### src/rtl/if_stage.sv
// if_stage: MIPS instruction-fetch stage with PC, single-outstanding imem handshake and IF/ID register.
// Ports:
//   clk, rst_n                  clock (rising edge), asynchronous active-low reset
//   stall_i, flush_i            hazard-unit hold / branch-unit squash of IF/ID
//   redirect_i, redirect_pc_i   taken branch/jump and its target (bits [1:0] forced to 0)
//   imem_req_o, imem_addr_o     fetch request and word-aligned address
//   imem_gnt_i                  request accepted this cycle
//   imem_rvalid_i, imem_rdata_i read response
//   id_valid_o, id_instr_o      IF/ID live flag and instruction
//   id_pc4_o                    IF/ID PC+4 of that instruction
//   id_imm16_o                  id_instr_o[15:0] for the decode sign extender
//   fetch_cnt_o                 loaded-instruction counter, only when IF_PERF_CNT_EN is defined
module if_stage #(
    parameter logic [31:0] RESET_PC = 32'h0000_0000
) (
    input  logic        clk,
    input  logic        rst_n,
    input  logic        stall_i,
    input  logic        flush_i,
    input  logic        redirect_i,
    input  logic [31:0] redirect_pc_i,
    output logic        imem_req_o,
    output logic [31:0] imem_addr_o,
    input  logic        imem_gnt_i,
    input  logic        imem_rvalid_i,
    input  logic [31:0] imem_rdata_i,
    output logic        id_valid_o,
    output logic [31:0] id_instr_o,
    output logic [31:0] id_pc4_o,
`ifdef IF_PERF_CNT_EN
    output logic [31:0] fetch_cnt_o,
`endif
    output logic [15:0] id_imm16_o
);
    typedef enum logic [1:0] {S_FETCH, S_WAIT, S_HOLD} state_t;
    state_t      r_state, w_next;
    logic [31:0] r_pc, r_req_pc4, r_hold_instr, r_hold_pc4, r_id_instr, r_id_pc4;
    logic        r_kill, r_id_valid;
    logic [31:0] w_pc4;
    logic        w_can_load, w_gnt, w_resp, w_live, w_load, w_capture, w_from_hold;
    assign w_pc4       = r_pc + 32'd4;
    assign w_can_load  = !stall_i && !flush_i;
    assign w_gnt       = r_state == S_FETCH && imem_gnt_i;
    assign w_resp      = r_state == S_WAIT && imem_rvalid_i;
    // a response is usable only if it was not killed earlier and no redirect arrives with it
    assign w_live      = w_resp && !r_kill && !redirect_i;
    assign w_from_hold = r_state == S_HOLD;
    assign w_load      = (w_live || (w_from_hold && !redirect_i)) && w_can_load;
    assign w_capture   = w_live && !w_can_load;
    always_ff @(posedge clk or negedge rst_n) begin
        if (!rst_n) r_state <= S_FETCH;
        else        r_state <= w_next;
    end
    always_comb begin
        w_next = r_state;
        case (r_state)
            S_FETCH: if (imem_gnt_i) w_next = S_WAIT;
            S_WAIT:  if (imem_rvalid_i) w_next = w_capture ? S_HOLD : S_FETCH;
            S_HOLD:  if (redirect_i || w_can_load) w_next = S_FETCH;
            default: w_next = S_FETCH;
        endcase
    end
    always_comb begin
        imem_req_o  = rst_n && r_state == S_FETCH;
        imem_addr_o = r_pc;
    end
    always_ff @(posedge clk or negedge rst_n) begin
        if (!rst_n) begin
            r_pc         <= RESET_PC;
            r_req_pc4    <= '0;
            r_kill       <= 1'b0;
            r_hold_instr <= '0;
            r_hold_pc4   <= '0;
            r_id_valid   <= 1'b0;
            r_id_instr   <= '0;
            r_id_pc4     <= '0;
        end else begin
            if (redirect_i) r_pc <= {redirect_pc_i[31:2], 2'b00};
            else if (w_gnt) r_pc <= w_pc4;
            if (w_gnt) r_req_pc4 <= w_pc4;
            // a redirect in the grant cycle or while waiting poisons the outstanding response
            if (w_gnt) r_kill <= redirect_i;
            else if (w_resp) r_kill <= 1'b0;
            else if (r_state == S_WAIT && redirect_i) r_kill <= 1'b1;
            if (w_capture) begin
                r_hold_instr <= imem_rdata_i;
                r_hold_pc4   <= r_req_pc4;
            end
            if (flush_i) begin
                r_id_valid <= 1'b0;
                r_id_instr <= '0;
            end else if (!stall_i) begin
                r_id_valid <= w_load;
                r_id_instr <= w_load ? (w_from_hold ? r_hold_instr : imem_rdata_i) : '0;
                if (w_load) r_id_pc4 <= w_from_hold ? r_hold_pc4 : r_req_pc4;
            end
        end
    end
`ifdef IF_PERF_CNT_EN
    logic [31:0] r_fetch_cnt;
    always_ff @(posedge clk or negedge rst_n) begin
        if (!rst_n)      r_fetch_cnt <= '0;
        else if (w_load) r_fetch_cnt <= r_fetch_cnt + 32'd1;
    end
    assign fetch_cnt_o = r_fetch_cnt;
`endif
    assign id_valid_o = r_id_valid;
    assign id_instr_o = r_id_instr;
    assign id_pc4_o   = r_id_pc4;
    assign id_imm16_o = r_id_instr[15:0];
endmodule

### config.mk
export PLATFORM = sky130hd
export DESIGN_NAME = if_stage
export DESIGN_NICKNAME = d
export VERILOG_FILES = /design/src/rtl/if_stage.sv
export SDC_FILE = /design/constraint.sdc
export NUM_CORES = 1
export LEC_CHECK = 0
export CAP_MARGIN = 40
export CORE_ASPECT_RATIO = 0.6
export CORE_MARGIN = 8
export CORE_UTILIZATION = 51
export CTS_CLUSTER_SIZE = 16
export DETAILED_ROUTE_END_ITERATION = 6
export PLACE_DENSITY = 0.8
export REMOVE_ABC_BUFFERS = 1
export SLEW_MARGIN = 20
export SYNTH_ARGS = -nofsm -noshare
export SYNTH_HDL_FRONTEND = slang
export SYNTH_SLANG_ARGS = --single-unit
### constraint.sdc
create_clock -name clk -period 2.7 [get_ports clk]
set_clock_uncertainty 0.05 [all_clocks]
set_input_delay 0.675 -clock clk [delete_from_list [all_inputs] [get_ports clk]]
set_output_delay 0.675 -clock clk [all_outputs]
set_load 0.02 [all_outputs]
==> results by group, run 1 <==
Die
  • Io pins: 185
  • CORE AREA: 0.0169 mm²
  • Starting Density: 51.3%
  • Die Width: 184 µm
  • Die H: 117 µm
  • Die area: 0.0215 mm²
  • # rows: 37

Clocking
  • Clk Latency, worst-skew pair: 420 ps
  • H-tree lvl count: 4
  • CTS resizes: 0
  • Num CTS Buffers: 17
  • CTS Sinks: 188
  • Setup Buffers After CTS: 0
  • CTS Hold Buffers Added: 0
  • CTS tree: done
  • Worst-path clk slew: 80 ps
  • Longest Clk Path Bufs: 2
  • Root Buffer: clkbuf_16

Route
  • DRT iter0 DRCs: 468
  • Routed vias/inst: 5.30
  • Drt pass-1 iters: 5
  • Vias: 6339
  • WL/cell: 17.6 µm
  • DRT antenna net count: 0
  • Post-Route WL: 21100 µm
  • DRC errors left: 0

Timing
  • Final min period: 2540 ps
  • Worst-margin pin slew: 888 ps
  • Final worst path period share: 94.3%
  • Unrepaired setup endpoints after global routing: false
  • Fin worst setup slack: 155 ps
  • Slew HR: 40.8%
  • Slew Viols, Final: 0
  • Final setup viols: 0
  • Final Hold Viols: 0
  • Maximum clock frequency: 393 MHz

Flow run
  • Max cap viols: 0

Critical path
  • Critical Path Fanout Max: 9
  • Worst R2R Setup Slack: 360 ps
  • Crit path max-delay cell type: clkdlybuf4s50_1
  • Startpoint Class: flip-flop
  • Critical Path AT: 1820 ps
  • Max incr delay on CP: 650 ps
  • CP cell instances: nor3b_1, clkdlybuf4s50_1
  • Required time of the worst setup path: 1980 ps
  • Critical R2R Launch: imem_addr_o[2]$_DFFE_PN0N_
  • Worst R2R Path Depth: 7
  • RR Endpoint: imem_addr_o[28]$_DFFE_PN0N_
  • WS Path Type: flip-flop to output pin
  • Crit end category: output pin

Placed design
  • DP Worst Slack: -181 ps
  • Dpl hpwl: 14600 µm
  • Placed cell count: 1165
  • Gpl congestion: 0.878
  • I/O Buffers: 178

Yosys
  • Library cells used by synthesis: 41
  • Syn Area/Cell: 10.7 µm²
  • Cell Area, Synth: 0.00865 mm²
  • Asr flop ratio synth: 100%
  • Synth Register Bits: 188
  • Post-Synthesis Cells: 806
  • EDFF count, synth: 0
  • Synth Flop Type: dfrtp_1
  • Sequential area share after synthesis: 54.4%
  • Yosys Warn Count: 0

Cells and area
  • FILL cells: 1339
  • Final Instance Count excl. Fillers: 1197
  • Share of layout cells above drive strength 1: 13.8%
  • Nets: 1022
  • Total inserted antenna cells: 0
  • Layout area overhead: 29.6%

Pwr
  • Pleak: 0.00456 µW
  • PwrDens: 821 mW/mm²
  • Total Power: 9210 µW
  • IR drop worst, VDD: 509 µV

Global route
  • Global-route wire length before repair: 34000 µm
  • Pin count of the biggest net entering global routing: 148
  • Initial antenna violation count: 0
  • Vias in the first global route: 6556
  • Global route total overflow: 0
  • GRT Util Overall: 19.9%

Hold path
  • Hold Crit Class: input pin to async pin

Run status
  • Status: complete, no violations
-- worst max-delay path by stage --
stage / to / from / depth (start not counted) / slack [ps]
3_5_place_dp: imem_addr_o[21]$_DFFE_PN0N_ / imem_gnt_i / 7 / -180
5_1_grt: imem_req_o / r_state[0]$_DFFE_PN0P_ / 2 / 70
4_1_cts: imem_req_o / r_state[0]$_DFFE_PN0P_ / 2 / 130
2_1_floorplan: r_hold_instr[0]$_DFFE_PN0P_ / imem_rvalid_i / 3 / -3060
6_report: imem_req_o / r_state[0]$_DFFE_PN0P_ / 2 / 160
3_3_place_gp: imem_addr_o[21]$_DFFE_PN0N_ / imem_gnt_i / 7 / -100
-- logic make-up (layout without fill, tap and decap cells) --
kind of cell             after synthesis  count (layout)  synth area share (%)
buffers and inverters                 83             237                  4.77
multiplexers                         125             125                  15.4
AND/OR/NAND/NOR                      226             226                  12.0
other                                  1               4                0.0434
AO/OA/AOI/OAI                        125             125                  7.45
XOR/XNOR                              57              57                  5.77
adder cells (fa/ha/maj)                1               1                 0.145
flip-flops                           188             188                  54.4
-- cell usage after synthesis, drive strengths merged, types with 3 or more instances --
master    n  area [µm²]
o21ai   119         603
nor3b     3        22.5
nor3     10        60.1
inv       4        15.0
nand3    20         100
xor2     34         298
xnor2    23         201
nor2     12        45.0
and4      3        26.3
buf      36         235
mux2i    62         621
nand2   144         541
nand4    16         100
and3      3        18.8
mux2     63         709
clkbuf   43         163
nor4      5        52.6
dfrtp   188        4700
-- per-stage QoR --
step / area [µm²] / hold WS [ps] / util (%) / TNS (ps)
floorplan: 8260 / 329 / - / -338170
global placement: 10600 / 410 / 62.9 / -695
detailed placement: 10600 / 414 / 62.9 / -1320
CTS: 11200 / 345 / 66.5 / 0
global route: 11200 / 372 / 66.5 / 0
finish: 11200 / 351 / 66.5 / 0
-- power by group --
| group | switching, µW | internal [µW] | total (µW) |
|---|---|---|---|
| logic | 1160 | 1250 | 2410 |
| registers | 556 | 3700 | 4250 |
| clock network | 1210 | 1330 | 2540 |
| total | 2920 | 6280 | 9210 |
-- final cells by class --
class / count / area, µm² / area share (%)
clock inverter: 15 / 180 / 1.61
inverter: 4 / 15.0 / 0.134
sequential: 188 / 4700 / 42.0
tap: 234 / 293 / 2.61
clock buffer: 17 / 425 / 3.79
timing repair buffer: 201 / 2030 / 18.1
multi-input combinational: 538 / 3560 / 31.8
-- sequential cells by signal, summed over array words and instances, names as in the netlist --
name and flops:
id_valid_o 1, r_hold_instr 32, id_pc4_o 30, r_hold_pc4 30, id_instr_o 32, r_req_pc4 30, r_kill 1, imem_addr_o 30
r_state 2
-- critical path, delay by kind of cell (launching register included) --
kind	cells	cell delay [ps]
buffers and inverters	1	650
flip-flops	1	510
AND/OR/NAND/NOR	1	240
-- routing by layer --
layer | global-route usage, % | share of wire (%)
met5 | 0 | 0
met4 | 4.28 | 0.93
met3 | 6.17 | 7.8
met2 | 31.4 | 44
met1 | 26.9 | 47
-- cell usage in the layout, fill, tap and decap left out, types with 17 or more instances in the layout --
master / instances
buf_4: 17
clkbuf_16: 17
clkdlybuf4s50_1: 176
dfrtp_1: 188
mux2_2: 63
mux2i_1: 62
nand2_1: 144
nand3_1: 20
o21ai_0: 110
xnor2_1: 23
xor2_1: 34
(Power assumes the default switching activity.)
==> inputs of run 2 (changes only) <==
--- a/config.mk
+++ b/config.mk
@@ -13,6 +13,7 @@
 export DETAILED_ROUTE_END_ITERATION = 6
 export PLACE_DENSITY = 0.8
 export REMOVE_ABC_BUFFERS = 1
+export SETUP_SLACK_MARGIN = 0.3
 export SLEW_MARGIN = 20
 export SYNTH_ARGS = -nofsm -noshare
 export SYNTH_HDL_FRONTEND = slang
==> run 2 against run 1 <==
Sequential power barely moved. Sequential share of layout area about the same. Maximum frequency is 7.9% higher. Design area grew 0.13%. Flip-flop and latch count is the same. Critical path type unchanged. Critical endpoint is now imem_addr_o[20]. Highest routed layer unchanged.
==> results by group, run 2 (synthesis gave the netlist of run 1 again) <==
Run status
  • Status: complete, no violations

Clocking
  • CTS Hold Buffers Added: 0 (unchanged)
  • CTS Sinks: 188 (unchanged)
  • Longest Clk Path Bufs: 2 (unchanged)
  • Setup Buffers After CTS: 0 (unchanged)
  • CTS tree: done
  • H-tree lvl count: 4 (unchanged)
  • CTS resizes: 4 (+4)
  • Root Buffer: clkbuf_16
  • Num CTS Buffers: 17 (unchanged)
  • Clk Latency, worst-skew pair: 420 ps (about the same)
  • Worst-path clk slew: 80 ps (about the same)

Timing
  • Final setup viols: 0 (unchanged)
  • Worst-margin pin slew: 850 ps (-37.7 ps)
  • Final worst path period share: 87.4% (-6.9 points)
  • Unrepaired setup endpoints after global routing: true
  • Final Hold Viols: 0 (unchanged)
  • Maximum clock frequency: 424 MHz (+7.9%)
  • Hold_ws: 356 ps (+4.88 ps)
  • Final min period: 2360 ps (-186 ps)
  • Slew Viols, Final: 0 (unchanged)
  • Fin worst setup slack: 341 ps (+186 ps)
  • Slew HR: 43.3% (+2.5 points)

Pwr
  • IR drop worst, VDD: 507 µV (-0.29%)
  • Total Power: 9200 µW (about the same)
  • PwrDens: 820 mW/mm² (-0.18%)
  • Pleak: 0.00460 µW (+0.80%)

Cells and area
  • Final Instance Count excl. Fillers: 1197 (unchanged)
  • Layout area overhead: 29.8%
  • Share of layout cells above drive strength 1: 14.2% (+0.42 points)
  • Util after Layout: 66.6% (+0.089 points)
  • Nets: 1022 (unchanged)
  • Total inserted antenna cells: 0 (unchanged)
  • Most frequent cells in the layout: dfrtp_1, clkdlybuf4s50_1, nand2_1
  • Commonest non-fill, non-tap cell in the layout: dfrtp_1

Global route
  • GRT Util Overall: 20.0% (+0.027 points)
  • Global route total overflow: 0 (unchanged)
  • Initial antenna violation count: 0 (unchanged)
  • Vias in the first global route: 6560 (+0.061%)
  • Global-route wire length before repair: 34100 µm (+0.14%)
  • Pin count of the biggest net entering global routing: 148 (unchanged)

Placed design
  • Gpl congestion: 0.878 (unchanged)
  • Placed cell count: 1165 (unchanged)
  • DP Worst Slack: -181 ps (unchanged)
  • Dpl hpwl: 14600 µm (unchanged)
  • I/O Buffers: 178 (unchanged)

Critical path
  • Crit path max-delay family: buffers and inverters
  • Critical Path Fanout Max: 8 (-1)
  • Max incr delay on CP: 680 ps (+30 ps)
  • CP cell instances: clkdlybuf4s50_1
  • Crit end category: output pin
  • RR Endpoint: imem_addr_o[28]$_DFFE_PN0N_
  • Worst path buffer plus inverter count: 1 (unchanged)
  • Startpoint Class: flip-flop
  • WS Path Type: flip-flop to output pin
  • Worst R2R Path Depth: 7 (unchanged)
  • Critical Path AT: 1630 ps (-190 ps)
  • Worst R2R Setup Slack: 470 ps (+110 ps)
  • Critical R2R Launch: imem_addr_o[2]$_DFFE_PN0N_
  • Crit path max-delay cell type: clkdlybuf4s50_1
  • Required time of the worst setup path: 1980 ps (about the same)

Route
  • DRT antenna net count: 0 (unchanged)
  • DRC errors left: 0 (unchanged)
  • Post-Route WL: 21100 µm (about the same)
  • DRT iter0 DRCs: 496 (+6.0%)
  • WL/cell: 17.6 µm (about the same)
  • Routed vias/inst: 5.28 (-0.21%)
  • Vias: 6326 (-0.21%)
  • Drt pass-1 iters: 5 (unchanged)

Die
  • Die Width: 184 µm (unchanged)
  • Io pins: 185 (unchanged)
  • # rows: 37 (unchanged)
  • Starting Density: 51.3% (unchanged)
  • CORE AREA: 0.0169 mm² (unchanged)
  • Die H: 117 µm (unchanged)
  • Die area: 0.0215 mm² (unchanged)

Hold path
  • Hold Crit Class: input pin to async pin

Flow run
  • Max cap viols: 0 (unchanged)
[run 2: worst max path at each step]
stage,startpoint,end,cells past startpoint
3_3_place_gp,imem_gnt_i,imem_addr_o[21]$_DFFE_PN0N_,7
3_5_place_dp,imem_gnt_i,imem_addr_o[21]$_DFFE_PN0N_,7
2_1_floorplan,imem_rvalid_i,r_hold_instr[0]$_DFFE_PN0P_,3
4_1_cts,imem_addr_o[14]$_DFFE_PN0N_,imem_addr_o[14],1
6_report,imem_addr_o[20]$_DFFE_PN0N_,imem_addr_o[20],1
5_1_grt,imem_addr_o[2]$_DFFE_PN0N_,imem_addr_o[28]$_DFFE_PN0N_,7
[run 2: cell type report]
class	instances	area, µm²
Fill cell	1343	5630
Sequential cell	188	4710
Multi-Input combinational cell	538	3570
Timing Repair Buffer	201	2030
Clock buffer	17	425
Tap cell	234	293
Clock inverter	15	180
Inverter	4	15.0
[run 2: report_power, final]
part / switching, µW / total (µW) / internal, µW
registers: 557 / 4260 / 3700
logic: 1160 / 2410 / 1250
clock network: 1200 / 2540 / 1330
total: 2920 / 9200 / 6280
[run 2: metrics by stage]
step / area [µm²] / TNS, ps
2_1_floorplan: 8260 / -338170
3_3_place_gp: 10600 / -695
3_5_place_dp: 10600 / -1320
4_1_cts: 11200 / 0
5_1_grt: 11200 / 0
6_report: 11200 / 0
[run 2: metal layers]
layer / up-vias / routed length [µm] / GRT usage (%) / part of all wire, %
li1: 3025 / - / - / -
met1: 3087 / 10000 / 27.0 / 47
met2: 198 / 9320 / 31.5 / 44
met3: 16 / 1620 / 6.17 / 7.6
met4: 0 / 182 / 4.28 / 0.86
met5: - / 0 / 0 / 0
==> inputs of run 3 (changes only) <==
--- a/config.mk
+++ b/config.mk
@@ -9,7 +9,6 @@
 export CORE_ASPECT_RATIO = 0.6
 export CORE_MARGIN = 8
 export CORE_UTILIZATION = 51
-export CTS_CLUSTER_SIZE = 16
 export DETAILED_ROUTE_END_ITERATION = 6
 export PLACE_DENSITY = 0.8
 export REMOVE_ABC_BUFFERS = 1
==> results of run 3 <==
Same layout as run 2: the final DEF is identical, and so are final timing and power.
